`config.mk`:
```
export PLATFORM = sky130hd
export DESIGN_NAME = id_ex_stage_flat
export DESIGN_NICKNAME = d
export VERILOG_FILES = /design/src/rtl/id_ex_if.sv /design/src/rtl/id_ex_stage.sv /design/src/flat_wrapper.sv
export SDC_FILE = /design/constraint.sdc
export NUM_CORES = 1
export LEC_CHECK = 0
export ABC_CLOCK_PERIOD_IN_PS = 4400
export CAP_MARGIN = 30
export CORE_ASPECT_RATIO = 0.7
export CORE_MARGIN = 10
export CORE_UTILIZATION = 44
export CTS_BUF_LIST = sky130_fd_sc_hd__clkbuf_2 sky130_fd_sc_hd__clkbuf_4 sky130_fd_sc_hd__clkbuf_8
export DETAILED_ROUTE_END_ITERATION = 8
export PLACE_DENSITY = 0.95
export RECOVER_POWER = 50
export SYNTH_ARGS = -nofsm -noshare
export SYNTH_HDL_FRONTEND = slang
export SYNTH_SLANG_ARGS = --single-unit
```
`constraint.sdc`:
```
create_clock -name clk -period 4.4 [get_ports clk]
set_input_delay 0.88 -clock clk [delete_from_list [all_inputs] [get_ports clk]]
set_output_delay 0.88 -clock clk [all_outputs]
set_load 0.05 [all_outputs]
```
`src/rtl/id_ex_if.sv`:
```
`default_nettype none
// +-------------------------------------------------------------------+
// | id_ex_if : decode bundle, forwarding sources and ALU-side outputs |
// | Revision : 1.0                                                    |
// +-------------------------------------------------------------------+
interface id_ex_if #(
  parameter int DW = 32,
  parameter int RW = 5
);
  logic          flush;
  logic [DW-1:0] id_rs_data;
  logic [DW-1:0] id_rt_data;
  logic [DW-1:0] id_imm;
  logic [RW-1:0] id_rs;
  logic [RW-1:0] id_rt;
  logic [RW-1:0] id_rd;
  logic [4:0]    id_shamt;
  logic [5:0]    id_funct;
  logic [1:0]    id_alu_op;
  logic          id_alu_src;
  logic          id_reg_dst;
  logic          id_mem_read;
  logic          id_mem_write;
  logic          id_reg_write;
  logic          id_mem_to_reg;
  logic          exmem_reg_write;
  logic [RW-1:0] exmem_rd;
  logic [DW-1:0] exmem_result;
  logic          memwb_reg_write;
  logic [RW-1:0] memwb_rd;
  logic [DW-1:0] memwb_data;
  logic [3:0]    alu_opcode;
  logic [DW-1:0] alu_a;
  logic [DW-1:0] alu_b;
  logic [4:0]    alu_shamt;
  logic [DW-1:0] store_data;
  logic [RW-1:0] ex_dest_rd;
  logic          ex_mem_read;
  logic          ex_mem_write;
  logic          ex_reg_write;
  logic          ex_mem_to_reg;
  logic [1:0]    fwd_a;
  logic [1:0]    fwd_b;
  logic          load_use_stall;

  modport master (
    output flush, id_rs_data, id_rt_data, id_imm, id_rs, id_rt, id_rd,
           id_shamt, id_funct, id_alu_op, id_alu_src, id_reg_dst,
           id_mem_read, id_mem_write, id_reg_write, id_mem_to_reg,
           exmem_reg_write, exmem_rd, exmem_result,
           memwb_reg_write, memwb_rd, memwb_data,
    input  alu_opcode, alu_a, alu_b, alu_shamt, store_data, ex_dest_rd,
           ex_mem_read, ex_mem_write, ex_reg_write, ex_mem_to_reg,
           fwd_a, fwd_b, load_use_stall
  );

  modport slave (
    input  flush, id_rs_data, id_rt_data, id_imm, id_rs, id_rt, id_rd,
           id_shamt, id_funct, id_alu_op, id_alu_src, id_reg_dst,
           id_mem_read, id_mem_write, id_reg_write, id_mem_to_reg,
           exmem_reg_write, exmem_rd, exmem_result,
           memwb_reg_write, memwb_rd, memwb_data,
    output alu_opcode, alu_a, alu_b, alu_shamt, store_data, ex_dest_rd,
           ex_mem_read, ex_mem_write, ex_reg_write, ex_mem_to_reg,
           fwd_a, fwd_b, load_use_stall
  );
endinterface
`default_nettype wire

```
`src/rtl/id_ex_stage.sv`:
```
`default_nettype none
// +-------------------------------------------------------------------+
// | id_ex_stage : ID/EX register, operand forwarding, ALU control     |
// | Revision    : 1.0                                                 |
// +-------------------------------------------------------------------+
module id_ex_stage #(
  parameter int DW = 32,
  parameter int RW = 5
) (
  input  wire logic clk,
  input  wire logic reset,
  id_ex_if.slave    bus
);
  localparam logic [1:0] FWD_RF    = 2'b00;
  localparam logic [1:0] FWD_EXMEM = 2'b10;
  localparam logic [1:0] FWD_MEMWB = 2'b01;

  localparam logic [3:0] ALU_AND = 4'd0;
  localparam logic [3:0] ALU_OR  = 4'd1;
  localparam logic [3:0] ALU_ADD = 4'd2;
  localparam logic [3:0] ALU_SUB = 4'd6;
  localparam logic [3:0] ALU_SLT = 4'd7;
  localparam logic [3:0] ALU_SLL = 4'd8;
  localparam logic [3:0] ALU_DEF = 4'd15;

  logic [DW-1:0] ex_rs_data, ex_rt_data, ex_imm;
  logic [RW-1:0] ex_rs, ex_rt, ex_rd;
  logic [4:0]    ex_shamt;
  logic [5:0]    ex_funct;
  logic [1:0]    ex_alu_op;
  logic          ex_alu_src, ex_reg_dst;
  logic          ex_mem_read, ex_mem_write, ex_reg_write, ex_mem_to_reg;

  logic          stall;
  logic          bubble;
  logic [DW-1:0] fwd_rs_val, fwd_rt_val;

  assign stall  = ex_mem_read && (ex_rt != '0) &&
                  ((ex_rt == bus.id_rs) || (ex_rt == bus.id_rt));
  assign bubble = bus.flush || stall;

  always_ff @(posedge clk) begin
    if (reset) begin
      ex_rs_data    <= '0;
      ex_rt_data    <= '0;
      ex_imm        <= '0;
      ex_rs         <= '0;
      ex_rt         <= '0;
      ex_rd         <= '0;
      ex_shamt      <= '0;
      ex_funct      <= '0;
      ex_alu_op     <= '0;
      ex_alu_src    <= 1'b0;
      ex_reg_dst    <= 1'b0;
      ex_mem_read   <= 1'b0;
      ex_mem_write  <= 1'b0;
      ex_reg_write  <= 1'b0;
      ex_mem_to_reg <= 1'b0;
    end else begin
      ex_rs_data <= bus.id_rs_data;
      ex_rt_data <= bus.id_rt_data;
      ex_imm     <= bus.id_imm;
      ex_rs      <= bus.id_rs;
      ex_rt      <= bus.id_rt;
      ex_rd      <= bus.id_rd;
      ex_shamt   <= bus.id_shamt;
      ex_funct   <= bus.id_funct;
      // A bubble only needs its control bits cleared; data is don't-care.
      if (bubble) begin
        ex_alu_op     <= '0;
        ex_alu_src    <= 1'b0;
        ex_reg_dst    <= 1'b0;
        ex_mem_read   <= 1'b0;
        ex_mem_write  <= 1'b0;
        ex_reg_write  <= 1'b0;
        ex_mem_to_reg <= 1'b0;
      end else begin
        ex_alu_op     <= bus.id_alu_op;
        ex_alu_src    <= bus.id_alu_src;
        ex_reg_dst    <= bus.id_reg_dst;
        ex_mem_read   <= bus.id_mem_read;
        ex_mem_write  <= bus.id_mem_write;
        ex_reg_write  <= bus.id_reg_write;
        ex_mem_to_reg <= bus.id_mem_to_reg;
      end
    end
  end

  // EX/MEM is the younger producer, so it wins over MEM/WB.
  always_comb begin
    bus.fwd_a  = FWD_RF;
    fwd_rs_val = ex_rs_data;
    if (bus.exmem_reg_write && (bus.exmem_rd != '0) && (bus.exmem_rd == ex_rs)) begin
      bus.fwd_a  = FWD_EXMEM;
      fwd_rs_val = bus.exmem_result;
    end else if (bus.memwb_reg_write && (bus.memwb_rd != '0) && (bus.memwb_rd == ex_rs)) begin
      bus.fwd_a  = FWD_MEMWB;
      fwd_rs_val = bus.memwb_data;
    end
  end

  always_comb begin
    bus.fwd_b  = FWD_RF;
    fwd_rt_val = ex_rt_data;
    if (bus.exmem_reg_write && (bus.exmem_rd != '0) && (bus.exmem_rd == ex_rt)) begin
      bus.fwd_b  = FWD_EXMEM;
      fwd_rt_val = bus.exmem_result;
    end else if (bus.memwb_reg_write && (bus.memwb_rd != '0) && (bus.memwb_rd == ex_rt)) begin
      bus.fwd_b  = FWD_MEMWB;
      fwd_rt_val = bus.memwb_data;
    end
  end

  always_comb begin
    bus.alu_opcode = ALU_DEF;
    unique case (ex_alu_op)
      2'b00: bus.alu_opcode = ALU_ADD;
      2'b01: bus.alu_opcode = ALU_SUB;
      2'b11: bus.alu_opcode = ALU_OR;
      default: begin
        case (ex_funct)
          6'b100000: bus.alu_opcode = ALU_ADD;
          6'b100010: bus.alu_opcode = ALU_SUB;
          6'b100100: bus.alu_opcode = ALU_AND;
          6'b100101: bus.alu_opcode = ALU_OR;
          6'b101010: bus.alu_opcode = ALU_SLT;
          6'b000000: bus.alu_opcode = ALU_SLL;
          default:   bus.alu_opcode = ALU_DEF;
        endcase
      end
    endcase
  end

  assign bus.alu_a          = fwd_rs_val;
  assign bus.alu_b          = ex_alu_src ? ex_imm : fwd_rt_val;
  assign bus.store_data     = fwd_rt_val;
  assign bus.alu_shamt      = ex_shamt;
  assign bus.ex_dest_rd     = ex_reg_dst ? ex_rd : ex_rt;
  assign bus.ex_mem_read    = ex_mem_read;
  assign bus.ex_mem_write   = ex_mem_write;
  assign bus.ex_reg_write   = ex_reg_write;
  assign bus.ex_mem_to_reg  = ex_mem_to_reg;
  assign bus.load_use_stall = stall;
endmodule
`default_nettype wire

```
`src/flat_wrapper.sv`:
```
// flat-port wrapper written by rule: the top's interface ports become plain ports
module id_ex_stage_flat 
#(
  parameter int DW = 32,
  parameter int RW = 5
)
  (clk, reset, bus_flush, bus_id_rs_data, bus_id_rt_data, bus_id_imm, bus_id_rs, bus_id_rt, bus_id_rd, bus_id_shamt, bus_id_funct, bus_id_alu_op, bus_id_alu_src, bus_id_reg_dst, bus_id_mem_read, bus_id_mem_write, bus_id_reg_write, bus_id_mem_to_reg, bus_exmem_reg_write, bus_exmem_rd, bus_exmem_result, bus_memwb_reg_write, bus_memwb_rd, bus_memwb_data, bus_alu_opcode, bus_alu_a, bus_alu_b, bus_alu_shamt, bus_store_data, bus_ex_dest_rd, bus_ex_mem_read, bus_ex_mem_write, bus_ex_reg_write, bus_ex_mem_to_reg, bus_fwd_a, bus_fwd_b, bus_load_use_stall);
  id_ex_if #(.DW(DW), .RW(RW)) bus_i ();
  input  wire logic clk;
  input  wire logic reset;
  input wire logic [$bits(bus_i.flush)-1:0] bus_flush;
  input wire logic [$bits(bus_i.id_rs_data)-1:0] bus_id_rs_data;
  input wire logic [$bits(bus_i.id_rt_data)-1:0] bus_id_rt_data;
  input wire logic [$bits(bus_i.id_imm)-1:0] bus_id_imm;
  input wire logic [$bits(bus_i.id_rs)-1:0] bus_id_rs;
  input wire logic [$bits(bus_i.id_rt)-1:0] bus_id_rt;
  input wire logic [$bits(bus_i.id_rd)-1:0] bus_id_rd;
  input wire logic [$bits(bus_i.id_shamt)-1:0] bus_id_shamt;
  input wire logic [$bits(bus_i.id_funct)-1:0] bus_id_funct;
  input wire logic [$bits(bus_i.id_alu_op)-1:0] bus_id_alu_op;
  input wire logic [$bits(bus_i.id_alu_src)-1:0] bus_id_alu_src;
  input wire logic [$bits(bus_i.id_reg_dst)-1:0] bus_id_reg_dst;
  input wire logic [$bits(bus_i.id_mem_read)-1:0] bus_id_mem_read;
  input wire logic [$bits(bus_i.id_mem_write)-1:0] bus_id_mem_write;
  input wire logic [$bits(bus_i.id_reg_write)-1:0] bus_id_reg_write;
  input wire logic [$bits(bus_i.id_mem_to_reg)-1:0] bus_id_mem_to_reg;
  input wire logic [$bits(bus_i.exmem_reg_write)-1:0] bus_exmem_reg_write;
  input wire logic [$bits(bus_i.exmem_rd)-1:0] bus_exmem_rd;
  input wire logic [$bits(bus_i.exmem_result)-1:0] bus_exmem_result;
  input wire logic [$bits(bus_i.memwb_reg_write)-1:0] bus_memwb_reg_write;
  input wire logic [$bits(bus_i.memwb_rd)-1:0] bus_memwb_rd;
  input wire logic [$bits(bus_i.memwb_data)-1:0] bus_memwb_data;
  output wire logic [$bits(bus_i.alu_opcode)-1:0] bus_alu_opcode;
  output wire logic [$bits(bus_i.alu_a)-1:0] bus_alu_a;
  output wire logic [$bits(bus_i.alu_b)-1:0] bus_alu_b;
  output wire logic [$bits(bus_i.alu_shamt)-1:0] bus_alu_shamt;
  output wire logic [$bits(bus_i.store_data)-1:0] bus_store_data;
  output wire logic [$bits(bus_i.ex_dest_rd)-1:0] bus_ex_dest_rd;
  output wire logic [$bits(bus_i.ex_mem_read)-1:0] bus_ex_mem_read;
  output wire logic [$bits(bus_i.ex_mem_write)-1:0] bus_ex_mem_write;
  output wire logic [$bits(bus_i.ex_reg_write)-1:0] bus_ex_reg_write;
  output wire logic [$bits(bus_i.ex_mem_to_reg)-1:0] bus_ex_mem_to_reg;
  output wire logic [$bits(bus_i.fwd_a)-1:0] bus_fwd_a;
  output wire logic [$bits(bus_i.fwd_b)-1:0] bus_fwd_b;
  output wire logic [$bits(bus_i.load_use_stall)-1:0] bus_load_use_stall;
  assign bus_i.flush = bus_flush;
  assign bus_i.id_rs_data = bus_id_rs_data;
  assign bus_i.id_rt_data = bus_id_rt_data;
  assign bus_i.id_imm = bus_id_imm;
  assign bus_i.id_rs = bus_id_rs;
  assign bus_i.id_rt = bus_id_rt;
  assign bus_i.id_rd = bus_id_rd;
  assign bus_i.id_shamt = bus_id_shamt;
  assign bus_i.id_funct = bus_id_funct;
  assign bus_i.id_alu_op = bus_id_alu_op;
  assign bus_i.id_alu_src = bus_id_alu_src;
  assign bus_i.id_reg_dst = bus_id_reg_dst;
  assign bus_i.id_mem_read = bus_id_mem_read;
  assign bus_i.id_mem_write = bus_id_mem_write;
  assign bus_i.id_reg_write = bus_id_reg_write;
  assign bus_i.id_mem_to_reg = bus_id_mem_to_reg;
  assign bus_i.exmem_reg_write = bus_exmem_reg_write;
  assign bus_i.exmem_rd = bus_exmem_rd;
  assign bus_i.exmem_result = bus_exmem_result;
  assign bus_i.memwb_reg_write = bus_memwb_reg_write;
  assign bus_i.memwb_rd = bus_memwb_rd;
  assign bus_i.memwb_data = bus_memwb_data;
  assign bus_alu_opcode = bus_i.alu_opcode;
  assign bus_alu_a = bus_i.alu_a;
  assign bus_alu_b = bus_i.alu_b;
  assign bus_alu_shamt = bus_i.alu_shamt;
  assign bus_store_data = bus_i.store_data;
  assign bus_ex_dest_rd = bus_i.ex_dest_rd;
  assign bus_ex_mem_read = bus_i.ex_mem_read;
  assign bus_ex_mem_write = bus_i.ex_mem_write;
  assign bus_ex_reg_write = bus_i.ex_reg_write;
  assign bus_ex_mem_to_reg = bus_i.ex_mem_to_reg;
  assign bus_fwd_a = bus_i.fwd_a;
  assign bus_fwd_b = bus_i.fwd_b;
  assign bus_load_use_stall = bus_i.load_use_stall;
  id_ex_stage #(.DW(DW), .RW(RW)) u_core (.clk(clk), .reset(reset), .bus(bus_i));
endmodule
```
[Word-level counts from Yosys, hierarchy flattened]
Cells that the tools add are included.
Word-level totals
  memories: 0
  logic and storage cells: 56
  latch bits: 0
  output and inout port bits: 119
  bits in read-only memories: 0
  memory bits (writable): 0
  register bits: 130
Cells by class
  reduce and logical (&&, ||, !) cells: 16
  add/subtract/negate cells: 0
  magnitude comparators: 0
  mux-type cells: 12
  $mul: 0
  bitwise logic cells: 0
  eq/ne operators: 13
  divide/modulo/power cells: 0
  shift-type cells: 0
Operator list (count)
  $mux 32: 5
  $eq 5x5->1: 6
  $eq 6x6->1 const B: 5
  $pmux 4 s6: 1
  $reduce_bool 5->1: 3
  $pmux 4 s3: 1
  $logic_and 1x1->1: 8
  $logic_not 6->1: 1
  $mux 5: 1
  $mux 2: 2
  $eq 2x1->1 const B: 1
  $eq 2x2->1 const B: 1
  $logic_not 2->1: 1
  $logic_or 1x1->1: 2
  $mux 1: 2
  $reduce_or 2->1: 1

[Logic depth before layout (Yosys ltp)]
  depth after elaboration: 6
  depth in mapped cells: 8
  gate-level depth less buffers: 6

[Least setup slack after synthesis]
No wires, ideal clock.
  path kind: input port to output port
  from: input bus_exmem_rd[4]
  to: output bus_alu_b[0]
  cell stages on the path: 7
  data arrival time: 3.296 ns
  slack: 0.224 ns
  buffers on the path: 1
  data required time: 3.520 ns
  path through: xor2_1 > nor3_1 > nand3_2 > inv_1 > nor2_4 > buf_4 > a221oi_1
On the way
  word-level cells in the longest chain between the ends: 5
  elaborated cells between the ends (all ways): 6
  those cells by class: eq/ne (1); mux (2); reduce/logical (3)
RTL lines
  start: declaration: RTL line flat_wrapper.sv:28  | input wire logic [$bits(bus_i.exmem_rd)-1:0] bus_exmem_rd;
  $reduce_bool 5->1: RTL line id_ex_stage.sv:105  | if (bus.exmem_reg_write && (bus.exmem_rd != '0) && (bus.exmem_rd == ex_rt)) begin
  $logic_and 1x1->1: RTL line id_ex_stage.sv:105
  $logic_and 1x1->1 (*): RTL line id_ex_stage.sv:105
  $mux 32 (*): RTL line id_ex_stage.sv:105
  $mux 32 (*): RTL line id_ex_stage.sv:135  | assign bus.alu_b = ex_alu_src ? ex_imm : fwd_rt_val;
  end: declaration: RTL line flat_wrapper.sv:35  | output wire logic [$bits(bus_i.alu_b)-1:0] bus_alu_b;
Every way passes the cells marked *; elsewhere a longest branch is shown, timed or not.

[Worst setup path in the final report]
  from: input bus_memwb_rd[4]
  to: output bus_alu_a[1]
On the way
  word-level cells in the longest chain between the ends: 5
  elaborated cells between the ends (all ways): 6
  those cells by class: eq/ne (1); mux (2); reduce/logical (3)
RTL lines
  start: declaration: RTL line flat_wrapper.sv:31  | input wire logic [$bits(bus_i.memwb_rd)-1:0] bus_memwb_rd;
  $reduce_bool 5->1: RTL line id_ex_stage.sv:96  | end else if (bus.memwb_reg_write && (bus.memwb_rd != '0) && (bus.memwb_rd == ex_rs)) begin
  $logic_and 1x1->1: RTL line id_ex_stage.sv:96
  $logic_and 1x1->1 (*): RTL line id_ex_stage.sv:96
  $mux 32 (*): RTL line id_ex_stage.sv:96
  $mux 32 (*): RTL line id_ex_stage.sv:93  | if (bus.exmem_reg_write && (bus.exmem_rd != '0) && (bus.exmem_rd == ex_rs)) begin
  end: declaration: RTL line flat_wrapper.sv:34  | output wire logic [$bits(bus_i.alu_a)-1:0] bus_alu_a;
Marked as above.

==> flow_summary.yaml <==
outcome:
  status: "finished, violations left"
  failed_checks: "max-capacitance violations, max-slew violations"
synth:
  ys_seq_elements: 130
  synth_top_area_share_pct: 41.57
  synth_edf_count: 0
  syn_area_per_cell_um2: 9.180
  yosys_warnings: 0
  yosysTopAreaCell: "dfxtp_1"
  ys_seq_area_share_pct: 41.57
  async_flop_share_pct: 0
  synth_cell_types: 36
  yosysMostFrequentCell: "dfxtp_1"
  synth_area_mm2: 0.006261
  yosys-top-cells-count: "dfxtp_1 (130), nor2b_1 (123), mux2i_1 (64)"
  synth.area.top_cells: "dfxtp_1 (42%), nor2b_1 (12%), mux2i_1 (10%), a221oi_2 (7.0%), nor3_1 (3.0%)"
  synth_ff_type: "dfxtp_1"
  syn-num-nets: 891
  synthCells: 682
global_routing:
  first_global_vias: 6747
  grt_use_total_pct: 24.55
  grt_antenna_before_repair: 0
  grt_pass1_wl_um: 37740
  grt_max_degree: 77
  grt-ovfl-total: 0
clock_tree:
  cts_hold_buf: 0
  clk_latency_ns: 0.42
  cts_buffer_depth: 2
  cts.sinks: 130
  cts-root-buf: "clkbuf_8"
  cts_max_level: 4
  clk_pin_slew_ns: 0.10
  cts_buffers: 17
  cts_tree: "built"
  postCtsSetupBuffers: 0
  post_cts_resize_count: 0
critical_path:
  crit_path_max_fanout: 33
  worstSetupEndpointType: "output port"
  crit_type: "primary input to output port"
  worstPathRequired_ns: 3.52
  critPathArrivalTime_ns: 3.25
  cp-start-kind: "primary input"
finish:
  reg_top3: "u_core.ex_imm (32), u_core.ex_rs_data (32), u_core.ex_rt_data (32)"
  area_delta_synth_final_pct: 70.56
  postLayoutCoreUtil_pct: 76.73
  n_antenna_cell: 0
  drive_gt1_share_pct: 18.63
  fin_cells: 1194
  fin_nets: 1200
route:
  avgViaCountPerCell: 5.181
  drt_iter0_drc: 342
  wirelength_um: 24820
  route.detailed.drc: 0
  drtPass1Iterations: 6
  wl_per_cell_um: 20.79
  route.vias.total: 6186
  ant_nets: 0
sta:
  whs_ns: 0.8150
  hold_viol: 0
  rsz0062_at_grt: "no"
  slew_violations: 77
  slew_headroom_pct: -125.9
  period_share_pct: 93.87
  timing.fmax_mhz: 242.1
  worstMarginPinSlew_ns: 3.389
  fin_tns_setup_ns: 0
  post-route-min-period_ns: 4.130
  fin_skew_ns: 0.01879
  setup_viol: 0
pwr:
  power.density_mw_per_mm2: 317.3
  p_leak_uw: 0.004342
  finalPower_uw: 3388
  ir_drop_mv: 0.1896
place:
  dpl.cell_count: 1162
  place_congestion: 0.9082
  numPortBuffers: 327
  hpwl_um: 19660
worst_hold_path:
  hold_path_class: "register to register"
die:
  start_util_pct: 44.98
  die-area_mm2: 0.01948
  die_w_um: 162.6
  die_h_um: 119.8
  core-area_mm2: 0.01392
  ios: 328
  rows: 36
run:
  max_cap_violations: 1
==> cell type report <==
class | instances | area (µm²)
multi-input cells | 463 | 3237
well taps | 190 | 237.7
clock buffers | 17 | 234.0
fillers | 881 | 3239
flip-flops and latches | 130 | 2604
inverters | 37 | 138.9
clock inverters | 15 | 185.2
repair buffers | 342 | 4043
==> where the power goes <==
group | leakage (µW) | switching, µW | internal [µW]
clock network | 0.000215 | 590 | 492
registers | 0.00108 | 30.7 | 1240
logic | 0.00304 | 546 | 491
==> cell families (layout without fill, tap and decap cells) <==
group / Yosys count / count (layout) / share of synthesized area, %
mux: 69 / 69 / 11.13
flops: 130 / 130 / 41.57
buf+inv: 89 / 411 / 6.894
fa+ha+maj: 1 / 1 / 0.1599
compound gates: 108 / 108 / 13.69
simple gates: 255 / 255 / 22.36
xor+xnor: 30 / 30 / 4.197
==> worst max-delay path: stages <==
cell	delay, ns
clkdlybuf4s50_1	0.47
or4_1	0.55
o21a_1	0.23
and4_2	0.22
buf_12	0.21
mux2i_1	0.14
o21ai_0	0.25
buf_4	0.18
buf_12	0.13
==> stage by stage <==
stage / setup slack (ns) / area [µm²]
2_1_floorplan: 0.2244 / 6261
6_report: 0.2696 / 10680
5_1_grt: 0.1852 / 10680
4_1_cts: 0.2614 / 10680
3_3_place_gp: 0.2925 / 10260
3_5_place_dp: 0.3002 / 10260
==> placed cells by master, fill, tap and decap left out, types with 3 or more instances in the layout <==
cell,n
inv_6,4
inv_8,7
o21ai_1,29
a221oi_2,29
buf_4,42
and2_1,8
o21ai_0,5
nand2_1,35
inv_1,37
buf_12,73
a21oi_1,35
xnor2_1,16
a221oi_1,3
nor2_1,36
o21a_1,3
xor2_1,14
or4_1,3
nor3_1,38
nor2b_1,123
clkbuf_8,17
mux2i_1,64
clkdlybuf4s50_1,224
mux2_2,5
dfxtp_1,129
==> routing by layer <==
| metal | track usage, % | vias up | part of all wire, % |
|---|---|---|---|
| met2 | 42.61 | 318 | 49 |
| met3 | 8.504 | 62 | 9.0 |
| li1 | - | 2910 | - |
| met1 | 26.32 | 2896 | 38 |
| met4 | 11.85 | 0 | 3.9 |
| met5 | 0 | - | 0 |
==> final timing paths <==
path                                startpoint                            endpoint  slack [ns]  depth (start not counted)
max                            bus_memwb_rd[4]                        bus_alu_a[1]        0.27                          9
min reg2reg  u_core.bus.ex_mem_read$_SDFF_PP0_  u_core.bus.ex_mem_write$_SDFF_PP0_        0.82                          2
max reg2reg         u_core.ex_rt[2]$_SDFF_PP0_        u_core.ex_alu_src$_SDFF_PP0_        2.37                          5
min          u_core.bus.ex_mem_read$_SDFF_PP0_  u_core.bus.ex_mem_write$_SDFF_PP0_        0.82                          2
(Power assumes the default switching activity.)
==> patch (same flow settings) <==
`DW` is set to 32 in 3 places; all go to 64.
--- a/src/rtl/id_ex_if.sv
+++ b/src/rtl/id_ex_if.sv
@@ -4,7 +4,7 @@
 // | Revision : 1.0                                                    |
 // +-------------------------------------------------------------------+
 interface id_ex_if #(
-  parameter int DW = 32,
+  parameter int DW = 64,
   parameter int RW = 5
 );
   logic          flush;
--- a/src/rtl/id_ex_stage.sv
+++ b/src/rtl/id_ex_stage.sv
@@ -4,7 +4,7 @@
 // | Revision    : 1.0                                                 |
 // +-------------------------------------------------------------------+
 module id_ex_stage #(
-  parameter int DW = 32,
+  parameter int DW = 64,
   parameter int RW = 5
 ) (
   input  wire logic clk,
--- a/src/flat_wrapper.sv
+++ b/src/flat_wrapper.sv
@@ -1,7 +1,7 @@
 // flat-port wrapper written by rule: the top's interface ports become plain ports
 module id_ex_stage_flat 
 #(
-  parameter int DW = 32,
+  parameter int DW = 64,
   parameter int RW = 5
 )
   (clk, reset, bus_flush, bus_id_rs_data, bus_id_rt_data, bus_id_imm, bus_id_rs, bus_id_rt, bus_id_rd, bus_id_shamt, bus_id_funct, bus_id_alu_op, bus_id_alu_src, bus_id_reg_dst, bus_id_mem_read, bus_id_mem_write, bus_id_reg_write, bus_id_mem_to_reg, bus_exmem_reg_write, bus_exmem_rd, bus_exmem_result, bus_memwb_reg_write, bus_memwb_rd, bus_memwb_data, bus_alu_opcode, bus_alu_a, bus_alu_b, bus_alu_shamt, bus_store_data, bus_ex_dest_rd, bus_ex_mem_read, bus_ex_mem_write, bus_ex_reg_write, bus_ex_mem_to_reg, bus_fwd_a, bus_fwd_b, bus_load_use_stall);
Interface: changed (8 resized); port bits go from 328 to 584. No check against the original RTL was run, so the function may have changed too.
==> patch against the original RTL <==
  * The flow still finishes with violations (max-capacitance violations, max-slew violations)
  * Register-to-register slack improved by 70 ps
  * Maximum frequency fell by 5.4%
  * Area after synthesis rose by 74%
  * Sequential cell count rose by 96
  * Total power rose by 87%
  * Wire length rose by 130%
  * Cell area rose by 80%
  * Setup slack got worse by 240 ps
  * Die area rose by 62%
  * Critical endpoint is now bus_alu_b[41]
==> patch: results (changes against the original RTL) <==
| Metric | Value |
|---|---|
| Status | finished, violations left |
| Failing checks | max-capacitance violations, max-slew violations |
| Hold Crit Endpoint | u_core.ex_imm[6]$_SDFF_PP0_ |
| Reg-to-reg endpoint | u_core.bus.ex_mem_read$_SDFF_PP0_ |
| HP Start | bus_id_imm[6] |
| R2R Path Start | u_core.ex_rt[0]$_SDFF_PP0_ |
| Num CTS Buffers | 37 (+20) |
| Worst setup startpoint | bus_exmem_rd[1] |
| Initial antenna violation count | 7 (+7) |
| DRT iter0 DRCs | 1057 (+210%) |
| Average wire per cell in the routed design | 27.0 um (+30%) |
| Reg2Reg Depth | 6 (+1) |
| Yosys cell types | 35 (-2.8%) |
| Crit Path Max Fanout | 106 (+220%) |
| Gpl congestion | 0.947 (+4.3%) |
| Longest Clk Path Bufs | 3 (+1) |
| PortBufs | 583 (+78%) |
| Vias in the first global route | 12400 (+84%) |
| Setup ws final | 34.3 ps (-235 ps) |
| Peak VDD IR | 253 uV (+34%) |
| Slew Limit Fails | 176 (+130%) |
| DRT Pass-1 Iters | 5 (-1) |
| Worst endpoint data arrival time | 3490 ps (+240 ps) |
| Setup crit end | bus_alu_b[41] |
| Maxcap violations | 1 (unchanged) |
| Dpl hpwl | 41100 um (+110%) |
==> patch: what timing repair did <==
| item | 4_1_cts | 5_1_grt |
|---|---|---|
| gates resized for setup | 3 | 17 |
| cloned | 0 | 1 |
| pin swaps | 0 | 3 |
| buffers inserted | 0 | 6 |
| setup endpoints to repair | 3 | 50 |
==> patch: area by class of cell <==
type                            instances  share of cell area
Clock buffer                           58              0.0386
Inverter                               69              0.0135
Antenna cell                            7            0.000910
Timing Repair Buffer                  616               0.391
Tap cell                              325              0.0211
Clock inverter                          9             0.00507
Multi-Input combinational cell        815               0.294
Sequential cell                       226               0.235
==> patch: routing by layer <==
layer | wire (um) | part of all wire | global-route usage
met1 | 19300 | 0.34 | 0.347
met2 | 28200 | 0.49 | 0.578
met3 | 6090 | 0.11 | 0.108
met4 | 3740 | 0.065 | 0.188
met5 | 10 | 0.00017 | 0
==> patch: cell families (layout without fill, tap and decap cells) <==
group / after synthesis / count (layout) / share of synthesized area
compound gates: 204 / 204 / 0.145
xor+xnor: 30 / 30 / 0.0241
fa+ha+maj: 1 / 1 / 0.000917
buf+inv: 168 / 752 / 0.0745
flops: 226 / 226 / 0.414
mux: 133 / 133 / 0.123
other cells: 0 / 7 / 0
simple gates: 447 / 447 / 0.219
==> patch: per-stage QoR <==
step,total power [uW],hold slack [ps],std cells
after floorplan,3160,1000,1209
after global placement,4170,812,2043
after detailed placement,4210,820,2043
after CTS,6300,840,2110
after global routing,6490,883,2124
final,6320,882,2125
==> patch: where the power goes <==
part / switching [uW] / total [uW] / internal, uW
Combinational: 1080 / 2000 / 927
Sequential: 63.3 / 2220 / 2160
Clock: 903 / 2100 / 1190
==> patch: worst max-delay path: cells and delay by family <==
family,cells,cell delay (ps)
simple gates,3,890
buf+inv,3,1140
compound gates,2,470
